<file path="src/rtl/bin2bcd_sequencer.sv">
// bin2bcd_sequencer: multi-cycle double-dabble binary to BCD converter with valid/ready handshakes
// Ports: Clk, Reset (sync, active-high); Input/InValid/InReady operand handshake;
//        Output[0:3] is the most significant digit, OutValid/OutReady result handshake;
//        Busy high while converting; Overflow reports operand > 10^digits-1.
// Optional: define BIN2BCD_SEQUENCER_OVERFLOW_EN to build the overflow detector (else Overflow=0).
module bin2bcd_sequencer #(
  parameter int INPUT_BIT_WIDTH = 8,
  parameter int OUTPUT_DIGITS_COUNT = 3
) (
  input  logic                                Clk,
  input  logic                                Reset,
  input  logic [INPUT_BIT_WIDTH-1:0]          Input,
  input  logic                                InValid,
  output logic                                InReady,
  output logic [0:OUTPUT_DIGITS_COUNT*4-1]    Output,
  output logic                                OutValid,
  input  logic                                OutReady,
  output logic                                Busy,
  output logic                                Overflow
);
  localparam int W = INPUT_BIT_WIDTH;
  localparam int DW = 4 * OUTPUT_DIGITS_COUNT;
  localparam int CW = $clog2(W + 1);
  typedef enum logic [1:0] {IDLE, CONVERT, DONE} state_t;
  state_t r_state;
  logic [W-1:0] r_sh;
  logic [DW-1:0] r_dig, r_out, w_adj, w_next;
  logic [CW-1:0] r_cnt;
  logic r_in_ready, r_out_valid, r_busy, w_last;
  for (genvar d = 0; d < OUTPUT_DIGITS_COUNT; d++) begin : g_adj
    assign w_adj[4*d +: 4] = r_dig[4*d +: 4] >= 4'd5 ? r_dig[4*d +: 4] + 4'd3 : r_dig[4*d +: 4];
  end
  // top bit of the adjusted chain falls off; operand MSB enters the bottom
  assign w_next = {w_adj[DW-2:0], r_sh[W-1]};
  assign w_last = r_cnt == CW'(1);
  assign InReady = r_in_ready;
  assign OutValid = r_out_valid;
  assign Busy = r_busy;
  assign Output = r_out;
  always_ff @(posedge Clk) begin
    if (Reset) begin
      r_state <= IDLE;
      r_sh <= '0;
      r_dig <= '0;
      r_cnt <= '0;
      r_out <= '0;
      r_in_ready <= 1'b1;
      r_out_valid <= 1'b0;
      r_busy <= 1'b0;
    end else begin
      case (r_state)
        IDLE: if (InValid) begin
          r_state <= CONVERT;
          r_sh <= Input;
          r_dig <= '0;
          r_cnt <= CW'(W);
          r_in_ready <= 1'b0;
          r_busy <= 1'b1;
        end
        CONVERT: begin
          r_sh <= r_sh << 1;
          r_dig <= w_next;
          r_cnt <= r_cnt - CW'(1);
          if (w_last) begin
            r_state <= DONE;
            r_out <= w_next;
            r_busy <= 1'b0;
            r_out_valid <= 1'b1;
          end
        end
        DONE: if (OutReady) begin
          r_state <= IDLE;
          r_out_valid <= 1'b0;
          r_in_ready <= 1'b1;
        end
        default: r_state <= IDLE;
      endcase
    end
  end
`ifdef BIN2BCD_SEQUENCER_OVERFLOW_EN
  logic r_flag, r_ovf, w_ovf;
  logic [OUTPUT_DIGITS_COUNT-1:0] w_big;
  for (genvar d = 0; d < OUTPUT_DIGITS_COUNT; d++) begin : g_big
    assign w_big[d] = w_next[4*d +: 4] > 4'd9;
  end
  assign w_ovf = r_flag | w_adj[DW-1] | (|w_big);
  assign Overflow = r_ovf;
  always_ff @(posedge Clk) begin
    if (Reset) begin
      r_flag <= 1'b0;
      r_ovf <= 1'b0;
    end else begin
      r_flag <= r_state == IDLE && InValid ? 1'b0 : r_state == CONVERT ? r_flag | w_adj[DW-1] : r_flag;
      r_ovf <= r_state == CONVERT && w_last ? w_ovf : r_state == DONE && OutReady ? 1'b0 : r_ovf;
    end
  end
`else
  logic w_unused;
  assign w_unused = w_adj[DW-1];
  assign Overflow = 1'b0;
`endif
endmodule

</file>
<file path="config.mk">
export PLATFORM = sky130hd
export DESIGN_NAME = bin2bcd_sequencer
export DESIGN_NICKNAME = d
export VERILOG_FILES = /design/src/rtl/bin2bcd_sequencer.sv
export SDC_FILE = /design/constraint.sdc
export NUM_CORES = 1
export LEC_CHECK = 0
export ABC_AREA = 1
export BUFFER_PORTS_ARGS = -buffer_cell sky130_fd_sc_hd__buf_2
export CAP_MARGIN = 20
export CELL_PAD_IN_SITES_DETAIL_PLACEMENT = 1
export CELL_PAD_IN_SITES_GLOBAL_PLACEMENT = 2
export CORE_ASPECT_RATIO = 0.75
export CORE_UTILIZATION = 31
export DETAILED_ROUTE_END_ITERATION = 10
export PLACE_DENSITY_LB_ADDON = 0.05
export SLEW_MARGIN = 20
export SYNTH_ARGS = -nofsm -noshare
export SYNTH_HDL_FRONTEND = slang
export SYNTH_SLANG_ARGS = --single-unit
</file>
<file path="constraint.sdc">
create_clock -name Clk -period 1.8 [get_ports Clk]
set_clock_uncertainty 0.05 [all_clocks]
set_input_delay 0.27 -clock Clk [delete_from_list [all_inputs] [get_ports Clk]]
set_output_delay 0.27 -clock Clk [all_outputs]
set_load 0.05 [all_outputs]
</file>
**Word level (Yosys, flattened, before mapping)**

Cells that the tools add are included.

- Register bits: 41
- Input bits: 12

- Add/sub/neg operators: 4
- Order comparisons: 3
- Equality and inequality tests: 6
- Mux-type cells: 22
- Reduce and logical (&&, ||, !) cells: 10

Operator list:

| operator | number |
|---|---|
| 12-bit one-hot mux with 2 select lines | 1 |
| 8-bit one-hot mux with 2 select lines | 1 |
| 4-bit by 3-bit greater-or-equal comparator with 1-bit output, second input constant | 3 |
| 12-bit two-way mux | 1 |
| 4-bit two-way mux | 3 |
| 3-bit AND reduction | 4 |
| 4-bit by 2-bit adder with 4-bit output, second input constant | 2 |
| 8-bit two-way mux | 1 |
| 4-bit one-hot mux with 2 select lines | 1 |
| 1-bit two-way mux | 6 |
| 2-bit two-way mux | 3 |
| 2-bit != test, second input constant | 3 |
| 1-bit one-hot mux with 2 select lines | 3 |
| 2-bit one-hot mux with 3 select lines | 1 |
| 2-bit nonzero test | 3 |
| 4-bit by 1-bit == test with 1-bit output, second input constant | 1 |
| 2-bit AND reduction | 2 |
| 4-bit by 1-bit subtractor with 4-bit output, second input constant | 1 |
| 3-bit by 2-bit adder with 3-bit output, second input constant | 1 |
| 3-bit two-way mux | 1 |
| 2-bit by 1-bit == test with 1-bit output, second input constant | 1 |
| 2-bit == test, second input constant | 1 |
| 2-bit logical NOT | 1 |

**Longest topological paths before layout**

- Word-level depth: 3
- Gate-level depth with buffers: 9
- Mapped depth without buffers: 9

**Worst setup path before layout**

OpenSTA, ideal clock, no wires.

- Path kind: reg2reg
- From: reg r_dig[0]
- To: reg r_out[1], in the netlist Output[10]
- Setup time: 118 ps
- Arrival: 1120 ps
- Slack: 512 ps
- Stages on the path, launching flop included: 9
- Path buffers: 0
- Path through: dfxtp_1 > inv_1 > ha_1 > inv_1 > nand2_1 > nand3_1 > nand2_1 > a21oi_2 > nor2_1

- Cells in the longest elaborated chain, start to end: 2

Ends and longest elaborated chain:

| what | line | source |
|---|---|---|
| from (decl) | 27 | `logic [DW-1:0] r_dig, r_out, w_adj, w_next;` |
| from (signal assigned) | 62 | `r_dig <= w_next;` |
| 4-bit by 2-bit adder with 4-bit output or 4-bit by 3-bit greater-or-equal comparator with 1-bit output (tied branches) | 31 | `assign w_adj[4*d +: 4] = r_dig[4*d +: 4] >= 4'd5 ? r_dig[4*d +: 4] + 4'd3 : r_dig[4*d +: 4];` |
| 4-bit two-way mux (*) | 31 |  |
| to (signal assigned) | 66 | `r_out <= w_next;` |
| to (decl) | 27 |  |

Every way passes the cells marked *; elsewhere a longest branch is shown, timed or not.
A chain may end at the register's enable or synchronous reset.

**Worst setup path in the final report**

- From: reg r_cnt[1]
- To: reg r_out[2], in the netlist Output[9]

- Cells in the longest elaborated chain, start to end: 2

Ends and longest elaborated chain:

| what | line | source |
|---|---|---|
| from (decl) | 28 | `logic [CW-1:0] r_cnt;` |
| from (signal assigned) | 56 | `r_cnt <= CW'(W);` |
| from (signal assigned) | 63 | `r_cnt <= r_cnt - CW'(1);` |
| 4-bit by 1-bit == test with 1-bit output | 35 | `assign w_last = r_cnt == CW'(1);` |
| 2-bit AND reduction (no line) | -- |  |

Every way passes these cells.

==> impl_metrics.tcl <==
set metrics [dict create \
    design_power_total_w 0.00183 \
    criticalPathCategory "reg -> reg" \
    detail_route.wirelength.met1_um 2740 \
    detailedRoute.firstIterationViolations 39 \
    reg2regPathDepth 7 \
    critical_path.startpoint_type "flop" \
    grt_first_pass_wirelength_um 8830 \
    timing.reg2reg.setup_slack_ps 250 \
    synth.area.top_cells "sky130_fd_sc_hd__dfxtp_1, sky130_fd_sc_hd__nand2_1, sky130_fd_sc_hd__a21oi_1, sky130_fd_sc_hd__o21ai_0, sky130_fd_sc_hd__inv_1" \
    pwr-share-seq_pct 53.2 \
    design.portCount 28 \
    synthMostInstantiatedCell "sky130_fd_sc_hd__nand2_1" \
    cell_area_after_technology_mapping_um2 1950 \
    critical_path.reg2reg.endpoint "Output[9]" \
    hold_slack_ps 176 \
    fin_crit_sh_pct 86.3 \
    route.detailed.wl_per_inst_um 13.1 \
    fmaxAchievable_ghz 0.644 \
    firstDrtPassIters 4 \
    overall_die_width_um 93.5 \
    ctsLongestPathBuffers 2 \
    syn_area_per_cell_um2 7.18 \
    die-area_um2 6600 \
    detailroute.via_count 1721 \
    final_nets 316 \
    netSwitchingFraction_pct 28.5 \
    antenna_found_initial 0 \
    final_antenna_net_count 0 \
    syn2layout_area_growth_pct 14.3 \
    hold_viol_final 0 \
    report.final.setup_viol 0 \
    pre_cts_ws_ps 240 \
    cellLeakagePower_nw 0.968 \
    area_of_the_multi_input_gates_um2 930 \
    cp-end-kind "flop" \
    postSynth.asyncResetShare_pct 0 \
    min_path_type "in -> reg" \
    met2_routed_wirelength_um 1980 \
    min_delay_worst_endpoint "r_sh[0]" \
    cts_resized 0 \
    clock-sinks 41 \
    timing.critical_path.fanout_max 14 \
    yosysWarnings 0 \
    grt-ovfl-total 0 \
    placement.io_buffers 26 \
    yosys.cell_types.count 24 \
    tritoncts "done" \
    antenna_cells_inserted 0 \
    status "complete, no violations" \
    number_of_global_route_vias_before_repair 1820 \
    required_time_at_the_worst_slack_endpoint_ps 1930 \
    dpl.hpwl_um 3580 \
    synth_top_cell_area_share_pct 42.2 \
    layout_setup_ws_ps 247 \
    critical-path-max-stage-delay_ps 320 \
    gp_congestion 0.743 \
    cts_made_buffers 5 \
    grt.total_usage_pct 17.3 \
    placeableCoreArea_um2 5950 \
    dieHeight_um 70.6 \
    crit_path_top_delay_cell "sky130_fd_sc_hd__dfxtp_1" \
    worstPathArrival_ps 1680 \
    routed.top_layer "met4" \
    synth_enable_flop_cells 0 \
    insertion_delay_ps 290 \
    finalMaxSlewViolations 0 \
    final_period_minus_worst_setup_slack_ps 1550 \
    synth_largest_area_cell "sky130_fd_sc_hd__dfxtp_1" \
    cp_top_family "simple AND/OR/NAND/NOR gates" \
    rsz0062_at_grt "no" \
    clk_root_buffer_cell "sky130_fd_sc_hd__clkbuf_8" \
    met3_wirelength_um 137 \
    post_cts_clock_slew_at_the_launch_and_capture_registers_of_the_worst_setup_and_hold_paths_ps 80 \
    internal-power_w 0.00131 \
    sequential_cell_area_um2 821 \
    vdd.ir_drop.worst_uv 332 \
    p_per_area_nw_per_um2 824 \
    post_synth_top_flop "sky130_fd_sc_hd__dfxtp_1" \
    share_clk_of_total_power_pct 31.6 \
    avgViaCountPerCell 4.59 \
    timing.max_cap.violations 0 \
    start_util_pct 32.7 \
    synth_sequential_area_ratio_pct 42.2 \
    cp_cell_sequence "inv_1 > ha_1 > nand3_1 > nor2_4 > inv_2 > a21oi_2 > nor2_1" \
    drc_errors 0 \
    post_cts_buffers 0 \
    netlist_instances 271 \
    route.final.wire_length_um 4910 \
    p_sw_w 0.000523 \
    setup_total_negative_slack_ps 0 \
    drive_gt1_share_pct 15.5 \
    filler_cell_count 767 \
    synth_seq_cells 41 \
    r2r_start "r_cnt[1]" \
    ys_top_cells_by_count "sky130_fd_sc_hd__nand2_1, sky130_fd_sc_hd__dfxtp_1, sky130_fd_sc_hd__inv_1" \
    synth.net_count 291 \
    grt_start_max_net_pins 27 \
    cell_count_of_the_worst_hold_path 3 \
    fp-row-count 24 \
    cts-hold-fix-buffers 0 \
    ctsHtreeMaxLevel 2 \
    utilization_pct 37.4 \
    hold_start "Input[0]" \
    comb_power_share_pct 15.2 \
    worstPathBufferInverterCount 2 \
]
[through the flow]
| stage | std cells | cell area [µm²] |
|---|---|---|
| 2_1_floorplan | 271 | 1950 |
| 3_3_place_gp | 367 | 2140 |
| 3_5_place_dp | 367 | 2140 |
| 4_1_cts | 375 | 2220 |
| 5_1_grt | 375 | 2220 |
| 6_report | 375 | 2220 |
[power groups by stage]
stage	logic [W]	registers, W	clock network [W]
5_1_grt	0.000318	0.000982	0.000658
3_5_place_dp	0.000283	0.000997	0
3_3_place_gp	0.000280	0.000996	0
2_1_floorplan	0.000162	0.00104	0
6_report	0.000279	0.000975	0.000579
4_1_cts	0.000284	0.000975	0.000615
[sequential cells by signal, indices dropped and copies added (netlist names)]
name and flops:
OutValid 1, r_dig 12, r_cnt 4, InReady 1, r_state 2, r_sh 8, Output 12, Busy 1
[worst min-delay path, stage by stage]
cell	delay, ps
sky130_fd_sc_hd__buf_2	90
sky130_fd_sc_hd__nand2_1	60
sky130_fd_sc_hd__a21oi_1	50
[routing by layer]
| layer | vias up | GRT usage [%] |
|---|---|---|
| met2 | 17 | 26.3 |
| met5 | - | 0 |
| met4 | 0 | 6.15 |
| met3 | 5 | 4.52 |
| met1 | 770 | 23.8 |
| li1 | 929 | - |
[how the worst max path moves through the flow]
stage                         from    endpoint  slack [ps]  cells past startpoint
after CTS                 r_cnt[1]   Output[9]         220                      7
after global routing      r_cnt[1]   Output[0]          90                      7
after floorplan           r_dig[0]  Output[10]         510                      8
final                     r_cnt[1]   Output[9]         250                      7
after global placement    r_cnt[1]   Output[2]         320                      7
after detailed placement  r_cnt[1]   Output[9]         240                      7
[logic make-up (layout without fill, tap and decap cells)]
kind of cell | count (synthesis) | in the layout | synth area share [%]
and+or+nand+nor | 110 | 110 | 24.0
AOI/OAI and AO/OA | 65 | 65 | 18.2
buffers and inverters | 46 | 72 | 10.3
DFF | 41 | 41 | 42.2
adders and majority gates | 8 | 8 | 5.14
other | 1 | 1 | 0.193
[placed cells by master (no fill, tap or decap), drive strengths merged]
master  instances
ha              8
inv            35
nor3            1
clkbuf          8
o21ai          28
or2             1
nand3          21
conb            1
o31ai           1
nor2           17
nand2          64
a21o            1
a21oi          34
buf            29
dfxtp          41
a31oi           1
nand4           6
[area by class of cell]
cell class,instances,area share [%]
Sequential cell,41,36.9
Timing Repair Buffer,29,7.42
Clock buffer,8,3.60
Inverter,35,5.91
Tap cell,78,4.39
Multi-Input combinational cell,184,41.8
No activity file was read; power rests on OpenSTA's default activity.
